[config.mk]
export PLATFORM = sky130hd
export DESIGN_NAME = multi_cycle_control_flat
export DESIGN_NICKNAME = d
export VERILOG_FILES = /design/src/rtl/mc_pkg.sv /design/src/rtl/multi_cycle_control_if.sv /design/src/rtl/mc_next_state.sv /design/src/rtl/multi_cycle_control.sv /design/src/flat_wrapper.sv
export SDC_FILE = /design/constraint.sdc
export NUM_CORES = 1
export LEC_CHECK = 0
export BUFFER_PORTS_ARGS = -buffer_cell sky130_fd_sc_hd__buf_2
export CAP_MARGIN = 25
export CORE_MARGIN = 2
export CORE_UTILIZATION = 48
export CTS_CLUSTER_SIZE = 30
export DETAILED_ROUTE_END_ITERATION = 8
export PLACE_DENSITY = 0.81
export SLEW_MARGIN = 20
export SYNTH_ARGS = -nofsm -noshare
export SYNTH_HDL_FRONTEND = slang
export SYNTH_HIERARCHICAL = 1
export SYNTH_SLANG_ARGS = --single-unit
[constraint.sdc]
create_clock -name clk -period 3.4 [get_ports clk]
set_input_delay 0.34 -clock clk [delete_from_list [all_inputs] [get_ports clk]]
set_output_delay 0.34 -clock clk [all_outputs]
set_load 0.03 [all_outputs]
[src/rtl/mc_pkg.sv]
// Shared definitions for the multi-cycle MIPS control path: opcodes, ALUOp codes, FSM states.
// Also imported by the ALU control decoder.
package mc_pkg;

    localparam logic [5:0] OP_R    = 6'h00;
    localparam logic [5:0] OP_J    = 6'h02;
    localparam logic [5:0] OP_BEQ  = 6'h04;
    localparam logic [5:0] OP_BNE  = 6'h05;
    localparam logic [5:0] OP_ADDI = 6'h08;
    localparam logic [5:0] OP_SLTI = 6'h0A;
    localparam logic [5:0] OP_ORI  = 6'h0D;
    localparam logic [5:0] OP_XORI = 6'h0E;
    localparam logic [5:0] OP_LUI  = 6'h0F;
    localparam logic [5:0] OP_LW   = 6'h23;
    localparam logic [5:0] OP_SW   = 6'h2B;

    typedef enum logic [1:0] {
        ALU_ADD   = 2'b00,
        ALU_SUB   = 2'b01,
        ALU_RTYPE = 2'b10,
        ALU_IMM   = 2'b11
    } aluop_t;

    typedef enum logic [3:0] {
        S_FETCH   = 4'd0,
        S_DECODE  = 4'd1,
        S_MEM_ADR = 4'd2,
        S_MEM_RD  = 4'd3,
        S_MEM_WB  = 4'd4,
        S_MEM_WR  = 4'd5,
        S_R_EX    = 4'd6,
        S_R_WB    = 4'd7,
        S_BRANCH  = 4'd8,
        S_JUMP    = 4'd9,
        S_I_EX    = 4'd10,
        S_I_WB    = 4'd11,
        S_HALT    = 4'd12
    } state_t;

    function automatic logic is_imm_op(input logic [5:0] op);
        return (op == OP_ADDI) || (op == OP_SLTI) || (op == OP_ORI) ||
               (op == OP_XORI) || (op == OP_LUI);
    endfunction

endpackage

[src/rtl/multi_cycle_control_if.sv]
// Control-path bundle between the main control FSM (master) and the datapath (slave).
interface multi_cycle_control_if #(
    parameter int OP_W = 6,
    parameter int ST_W = 4
);
    logic [OP_W-1:0] OpCode;
    logic            MemReady;
    logic            PCWrite;
    logic            PCWriteCond;
    logic            BranchNE;
    logic            IorD;
    logic            MemRead;
    logic            MemWrite;
    logic            IRWrite;
    logic            MemtoReg;
    logic            RegDst;
    logic            RegWrite;
    logic            ALUSrcA;
    logic [1:0]      ALUSrcB;
    logic [1:0]      ALUOp;
    logic [1:0]      PCSource;
    logic [ST_W-1:0] State;
    logic            Illegal;

    modport master (
        input  OpCode, MemReady,
        output PCWrite, PCWriteCond, BranchNE, IorD, MemRead, MemWrite, IRWrite,
               MemtoReg, RegDst, RegWrite, ALUSrcA, ALUSrcB, ALUOp, PCSource,
               State, Illegal
    );

    modport slave (
        output OpCode, MemReady,
        input  PCWrite, PCWriteCond, BranchNE, IorD, MemRead, MemWrite, IRWrite,
               MemtoReg, RegDst, RegWrite, ALUSrcA, ALUSrcB, ALUOp, PCSource,
               State, Illegal
    );
endinterface

[src/rtl/mc_next_state.sv]
// Combinational next-state logic of the multi-cycle control FSM.
// MC_ILLEGAL_TRAP_EN: illegal opcodes trap into HALT instead of acting as a NOP.
module mc_next_state
    import mc_pkg::*;
#(
    parameter int OP_W = 6
) (
    input  state_t          state,
    input  logic [OP_W-1:0] opcode,
    input  logic            mem_ready,
    output state_t          state_next
);

    always_comb begin
        state_next = S_FETCH;
        case (state)
            S_FETCH:  state_next = mem_ready ? S_DECODE : S_FETCH;
            S_DECODE: begin
                if (opcode == OP_LW || opcode == OP_SW)
                    state_next = S_MEM_ADR;
                else if (opcode == OP_R)
                    state_next = S_R_EX;
                else if (opcode == OP_BEQ || opcode == OP_BNE)
                    state_next = S_BRANCH;
                else if (opcode == OP_J)
                    state_next = S_JUMP;
                else if (is_imm_op(opcode))
                    state_next = S_I_EX;
                else
`ifdef MC_ILLEGAL_TRAP_EN
                    state_next = S_HALT;
`else
                    state_next = S_FETCH;
`endif
            end
            // OpCode is held by the IR, so it still selects load vs store here
            S_MEM_ADR: begin
                if (opcode == OP_LW)
                    state_next = S_MEM_RD;
                else if (opcode == OP_SW)
                    state_next = S_MEM_WR;
                else
                    state_next = S_FETCH;
            end
            S_MEM_RD: state_next = mem_ready ? S_MEM_WB : S_MEM_RD;
            S_MEM_WB: state_next = S_FETCH;
            S_MEM_WR: state_next = mem_ready ? S_FETCH : S_MEM_WR;
            S_R_EX:   state_next = S_R_WB;
            S_R_WB:   state_next = S_FETCH;
            S_BRANCH: state_next = S_FETCH;
            S_JUMP:   state_next = S_FETCH;
            S_I_EX:   state_next = S_I_WB;
            S_I_WB:   state_next = S_FETCH;
`ifdef MC_ILLEGAL_TRAP_EN
            S_HALT:   state_next = S_HALT;
`endif
            default:  state_next = S_FETCH;
        endcase
    end

endmodule

[src/rtl/multi_cycle_control.sv]
// Main control FSM of the multi-cycle MIPS CPU: state register plus Moore output decode.
// MC_ILLEGAL_TRAP_EN: enables the HALT trap and the Illegal flag.
module multi_cycle_control
    import mc_pkg::*;
#(
    parameter int OP_W = 6,
    parameter int ST_W = 4
) (
    input  logic                  clk,
    input  logic                  rst,
    multi_cycle_control_if.master bus
);

    state_t state_reg;
    state_t state_next;
    logic   mem_ready_gated;

    always_ff @(posedge clk or posedge rst) begin
        if (rst)
            state_reg <= S_FETCH;
        else
            state_reg <= state_next;
    end

    mc_next_state #(
        .OP_W(OP_W)
    ) u_next_state (
        .state      (state_reg),
        .opcode     (bus.OpCode),
        .mem_ready  (bus.MemReady),
        .state_next (state_next)
    );

    // While rst is high the FSM sits in FETCH; masking MemReady keeps PC/IR loads off.
    assign mem_ready_gated = bus.MemReady & ~rst;

    always_comb begin
        bus.PCWrite     = 1'b0;
        bus.PCWriteCond = 1'b0;
        bus.BranchNE    = 1'b0;
        bus.IorD        = 1'b0;
        bus.MemRead     = 1'b0;
        bus.MemWrite    = 1'b0;
        bus.IRWrite     = 1'b0;
        bus.MemtoReg    = 1'b0;
        bus.RegDst      = 1'b0;
        bus.RegWrite    = 1'b0;
        bus.ALUSrcA     = 1'b0;
        bus.ALUSrcB     = 2'b00;
        bus.ALUOp       = ALU_ADD;
        bus.PCSource    = 2'b00;
        case (state_reg)
            S_FETCH: begin
                bus.MemRead = 1'b1;
                bus.ALUSrcB = 2'b01;
                bus.IRWrite = mem_ready_gated;
                bus.PCWrite = mem_ready_gated;
            end
            S_DECODE:  bus.ALUSrcB = 2'b11;
            S_MEM_ADR: begin
                bus.ALUSrcA = 1'b1;
                bus.ALUSrcB = 2'b10;
            end
            S_MEM_RD: begin
                bus.MemRead = 1'b1;
                bus.IorD    = 1'b1;
            end
            S_MEM_WB: begin
                bus.RegWrite = 1'b1;
                bus.MemtoReg = 1'b1;
            end
            S_MEM_WR: begin
                bus.MemWrite = 1'b1;
                bus.IorD     = 1'b1;
            end
            S_R_EX: begin
                bus.ALUSrcA = 1'b1;
                bus.ALUOp   = ALU_RTYPE;
            end
            S_R_WB: begin
                bus.RegWrite = 1'b1;
                bus.RegDst   = 1'b1;
            end
            S_BRANCH: begin
                bus.ALUSrcA     = 1'b1;
                bus.ALUOp       = ALU_SUB;
                bus.PCWriteCond = 1'b1;
                bus.PCSource    = 2'b01;
                bus.BranchNE    = (bus.OpCode == OP_BNE);
            end
            S_JUMP: begin
                bus.PCWrite  = 1'b1;
                bus.PCSource = 2'b10;
            end
            S_I_EX: begin
                bus.ALUSrcA = 1'b1;
                bus.ALUSrcB = 2'b10;
                bus.ALUOp   = (bus.OpCode == OP_ADDI) ? ALU_ADD : ALU_IMM;
            end
            S_I_WB:  bus.RegWrite = 1'b1;
            default: ;
        endcase
    end

    assign bus.State = ST_W'(state_reg);

`ifdef MC_ILLEGAL_TRAP_EN
    assign bus.Illegal = (state_reg == S_HALT);
`else
    assign bus.Illegal = 1'b0;
`endif

endmodule

[src/flat_wrapper.sv]
// flat-port wrapper written by rule: the top's interface ports become plain ports
module multi_cycle_control_flat import mc_pkg::*;
#(
    parameter int OP_W = 6,
    parameter int ST_W = 4
)
  (clk, rst, bus_OpCode, bus_MemReady, bus_PCWrite, bus_PCWriteCond, bus_BranchNE, bus_IorD, bus_MemRead, bus_MemWrite, bus_IRWrite, bus_MemtoReg, bus_RegDst, bus_RegWrite, bus_ALUSrcA, bus_ALUSrcB, bus_ALUOp, bus_PCSource, bus_State, bus_Illegal);
  multi_cycle_control_if #(.OP_W(OP_W), .ST_W(ST_W)) bus_i ();
  input  logic clk;
  input  logic rst;
  input wire logic [$bits(bus_i.OpCode)-1:0] bus_OpCode;
  input wire logic [$bits(bus_i.MemReady)-1:0] bus_MemReady;
  output wire logic [$bits(bus_i.PCWrite)-1:0] bus_PCWrite;
  output wire logic [$bits(bus_i.PCWriteCond)-1:0] bus_PCWriteCond;
  output wire logic [$bits(bus_i.BranchNE)-1:0] bus_BranchNE;
  output wire logic [$bits(bus_i.IorD)-1:0] bus_IorD;
  output wire logic [$bits(bus_i.MemRead)-1:0] bus_MemRead;
  output wire logic [$bits(bus_i.MemWrite)-1:0] bus_MemWrite;
  output wire logic [$bits(bus_i.IRWrite)-1:0] bus_IRWrite;
  output wire logic [$bits(bus_i.MemtoReg)-1:0] bus_MemtoReg;
  output wire logic [$bits(bus_i.RegDst)-1:0] bus_RegDst;
  output wire logic [$bits(bus_i.RegWrite)-1:0] bus_RegWrite;
  output wire logic [$bits(bus_i.ALUSrcA)-1:0] bus_ALUSrcA;
  output wire logic [$bits(bus_i.ALUSrcB)-1:0] bus_ALUSrcB;
  output wire logic [$bits(bus_i.ALUOp)-1:0] bus_ALUOp;
  output wire logic [$bits(bus_i.PCSource)-1:0] bus_PCSource;
  output wire logic [$bits(bus_i.State)-1:0] bus_State;
  output wire logic [$bits(bus_i.Illegal)-1:0] bus_Illegal;
  assign bus_i.OpCode = bus_OpCode;
  assign bus_i.MemReady = bus_MemReady;
  assign bus_PCWrite = bus_i.PCWrite;
  assign bus_PCWriteCond = bus_i.PCWriteCond;
  assign bus_BranchNE = bus_i.BranchNE;
  assign bus_IorD = bus_i.IorD;
  assign bus_MemRead = bus_i.MemRead;
  assign bus_MemWrite = bus_i.MemWrite;
  assign bus_IRWrite = bus_i.IRWrite;
  assign bus_MemtoReg = bus_i.MemtoReg;
  assign bus_RegDst = bus_i.RegDst;
  assign bus_RegWrite = bus_i.RegWrite;
  assign bus_ALUSrcA = bus_i.ALUSrcA;
  assign bus_ALUSrcB = bus_i.ALUSrcB;
  assign bus_ALUOp = bus_i.ALUOp;
  assign bus_PCSource = bus_i.PCSource;
  assign bus_State = bus_i.State;
  assign bus_Illegal = bus_i.Illegal;
  multi_cycle_control #(.OP_W(OP_W), .ST_W(ST_W)) u_core (.clk(clk), .rst(rst), .bus(bus_i));
endmodule
==> metrics.txt <==
worst-path cell chain or4b_4 -> a211oi_2 -> buf_2; max FFs per register 4; Hold Path Class in2async; endpoints failing hold 0; chip height about 42 um; CTS Buffer Depth 2; latest clock arrival within the worst-skew pair 0.22 ns; Initial Util 0.521; vias between 700 and 800; crit path max fanout 24; number of gates resized after CTS 0; I/O pin total 31; outcome complete, no violations; largest net degree at the start of global routing 25; minimum clock period 2.20 ns; cts bufs inserted 3; Post-synth top flop dfrtp_1; Clock Skews around 0.0023 ns; Mapped Area ~700 um2; CTS root buf clkbuf_4; DP Wirelength around 1.2 mm; WL/cell around 13 um; Worst-path clk slew about 0.040 ns; violation count after the first detailed-routing iteration 17; top cells by area, synth dfrtp_1 14%, nand2b_1 7.2%, nor3_1 5.0%, o21ai_0 4.3%, nor2_1 4.3%; remaining global-route overflow 0; first-pass GRT wire length approximately 2.6 mm; Final period util 0.646; M3 GR Usage 0.0259; register area share after synthesis 0.144; Peak VDD IR 0.233 mV; post-synth top area cell dfrtp_1; die area 1770 um2; grt met2 use 0.322; Placer Congestion roughly 0.8; CTS H-tree lvls 1; FP Rows 13; reg-to-reg startpoint u_core/bus.State[2]; clock sink total 4; Crit Reg-Reg Endpoint u_core/bus.State[1]; Fin Setup TNS 0 ns; Post-Route WL roughly 1.6 mm; drt drc 0; syn nets a little under 100; Slew HR 0.554; mean area per synthesized cell roughly 7.7 um2; Pre-Repair DR Iteration Count 4; power per standard cell area 310 nW/um2; nets approximately 130; width of the die roughly 42 um; Inserted Diodes 0; CP arrival 1.86 ns; core area around 1300 um2; Post-synth ARST share 1.00; initial antenna violation count 0; Slew Viols, Final 0; post-route core utilization 0.626; max cap viols 0; Synth Register Bits 4; fraction of layout cells with a size suffix above 1 0.365; CTS tree done; unrepaired setup endpoints after global routing false; Worst Path Required just over 3 ns; Synth top area share 0.144; Final ANT Viol Nets 0; Cells after Synth 90; Leak Pwr between 0.0003 and 0.0004 uW; synth warn 6; met1 Use GR 0.238; max incr delay on CP 0.63 ns; Buffers on Ports 29; Post-CTS Setup Bufs 0; Crit-path slowest cell or4b_4; Least-Margin Pin Slew between 0.6 and 0.7 ns; area delta synth->final 20.2%; endpoint class of the critical path primary output; total global routing track utilization 0.184; f_max 0.455 GHz; Vias/cell 5.86; EDFF count, synth 0; Critical Path Start Type register; Yosys cell types 45; vias in the first global route 639; crit path kind reg2out; Hold-fix buffers, CTS 0; reg2reg path depth 4; # setup viols final 0; Fillers 130; Most Used Layer, Global Route met2; R2R Setup Slk about 1.7 ns
-- power breakdown --
| part | total (uW) | internal [uW] | switching (uW) |
|---|---|---|---|
| logic | 129 | 49.6 | 79.3 |
| registers | 74.8 | 51.6 | 23.2 |
| clock network | 55.1 | 39.3 | 15.9 |
| total | 259 | 140 | 118 |
-- area by class of cell --
class                   instances  area [um2]  area share
clock buffers                   3        22.5      0.0270
inverters                       4        15.0      0.0180
multi-input cells              75         533       0.639
flip-flops and latches          4         100       0.120
well taps                      15        18.8      0.0225
repair buffers                 29         145       0.174
-- cell usage in the layout, fill, tap and decap left out, types with 2 or more instances in the layout --
cell      netlist  layout
buf_2           4      29
nor2_1          8       8
nand2b_1        8       8
nor3_1          7       7
o21ai_0         6       6
nand2_1         4       4
inv_1           4       4
dfrtp_1         4       4
clkbuf_4        0       3
and3_1          3       3
xnor2_1         3       3
nor4b_1         2       2
nor3b_1         2       2
a31oi_1         2       2
-- synth_stat cells, types with 2 or more instances --
cell type and number:
xnor2_1 3, nor2_1 8, nor3b_1 2, a31oi_1 2, dfrtp_1 4, buf_2 4, buf_4 2, inv_1 4
nor3_1 7, and3_1 3, nand2_1 4, nor4b_1 2, nand2b_1 8, o21ai_0 6
-- worst max-delay path: cells and delay by family (launching register included) --
kind	cells	cell delay (ns)
AOI/OAI and AO/OA	1	0.17
DFF	1	0.60
buffers and inverters	1	0.22
and+or+nand+nor	1	0.63
-- through the flow --
stage,std cells,instance area (um2),total power [uW],setup WS [ns],hold WS [ns]
finish,130,835,259,1.20,0.0111
global route,130,835,280,1.10,0.0169
CTS,130,835,262,1.20,0.00779
detailed placement,127,812,204,1.45,0.247
global placement,127,812,202,1.48,0.249
floorplan,90,694,173,1.13,0.106
-- cells by family (layout without fill, tap and decap cells) --
kind of cell	Yosys count	in the layout	synth area share
simple gates	51	51	0.505
compound gates	19	19	0.205
buf+inv	11	36	0.0883
flops	4	4	0.144
xor+xnor	3	3	0.0378
other cells	1	1	0.00540
mux	1	1	0.0144
-- metal layers --
metal | routed length [um] | up-vias
met5 | 0 | -
met4 | 9 | 0
met3 | 93 | 2
met2 | 766 | 25
met1 | 765 | 347
li1 | - | 388
-- how the worst max path moves through the flow --
stage / cells after the start / end / slack [ns] / start
finish: 3 / bus_PCWrite / 1.20 / u_core/bus.State[0]
global route: 3 / bus_PCWrite / 1.10 / u_core/bus.State[0]
CTS: 3 / bus_PCWrite / 1.20 / u_core/bus.State[0]
detailed placement: 3 / bus_PCWrite / 1.45 / u_core/bus.State[0]
global placement: 3 / bus_PCWrite / 1.48 / u_core/bus.State[0]
floorplan: 2 / bus_PCSource[0] / 1.13 / u_core/bus.State[3]
No activity file was read; power rests on OpenSTA's default activity.
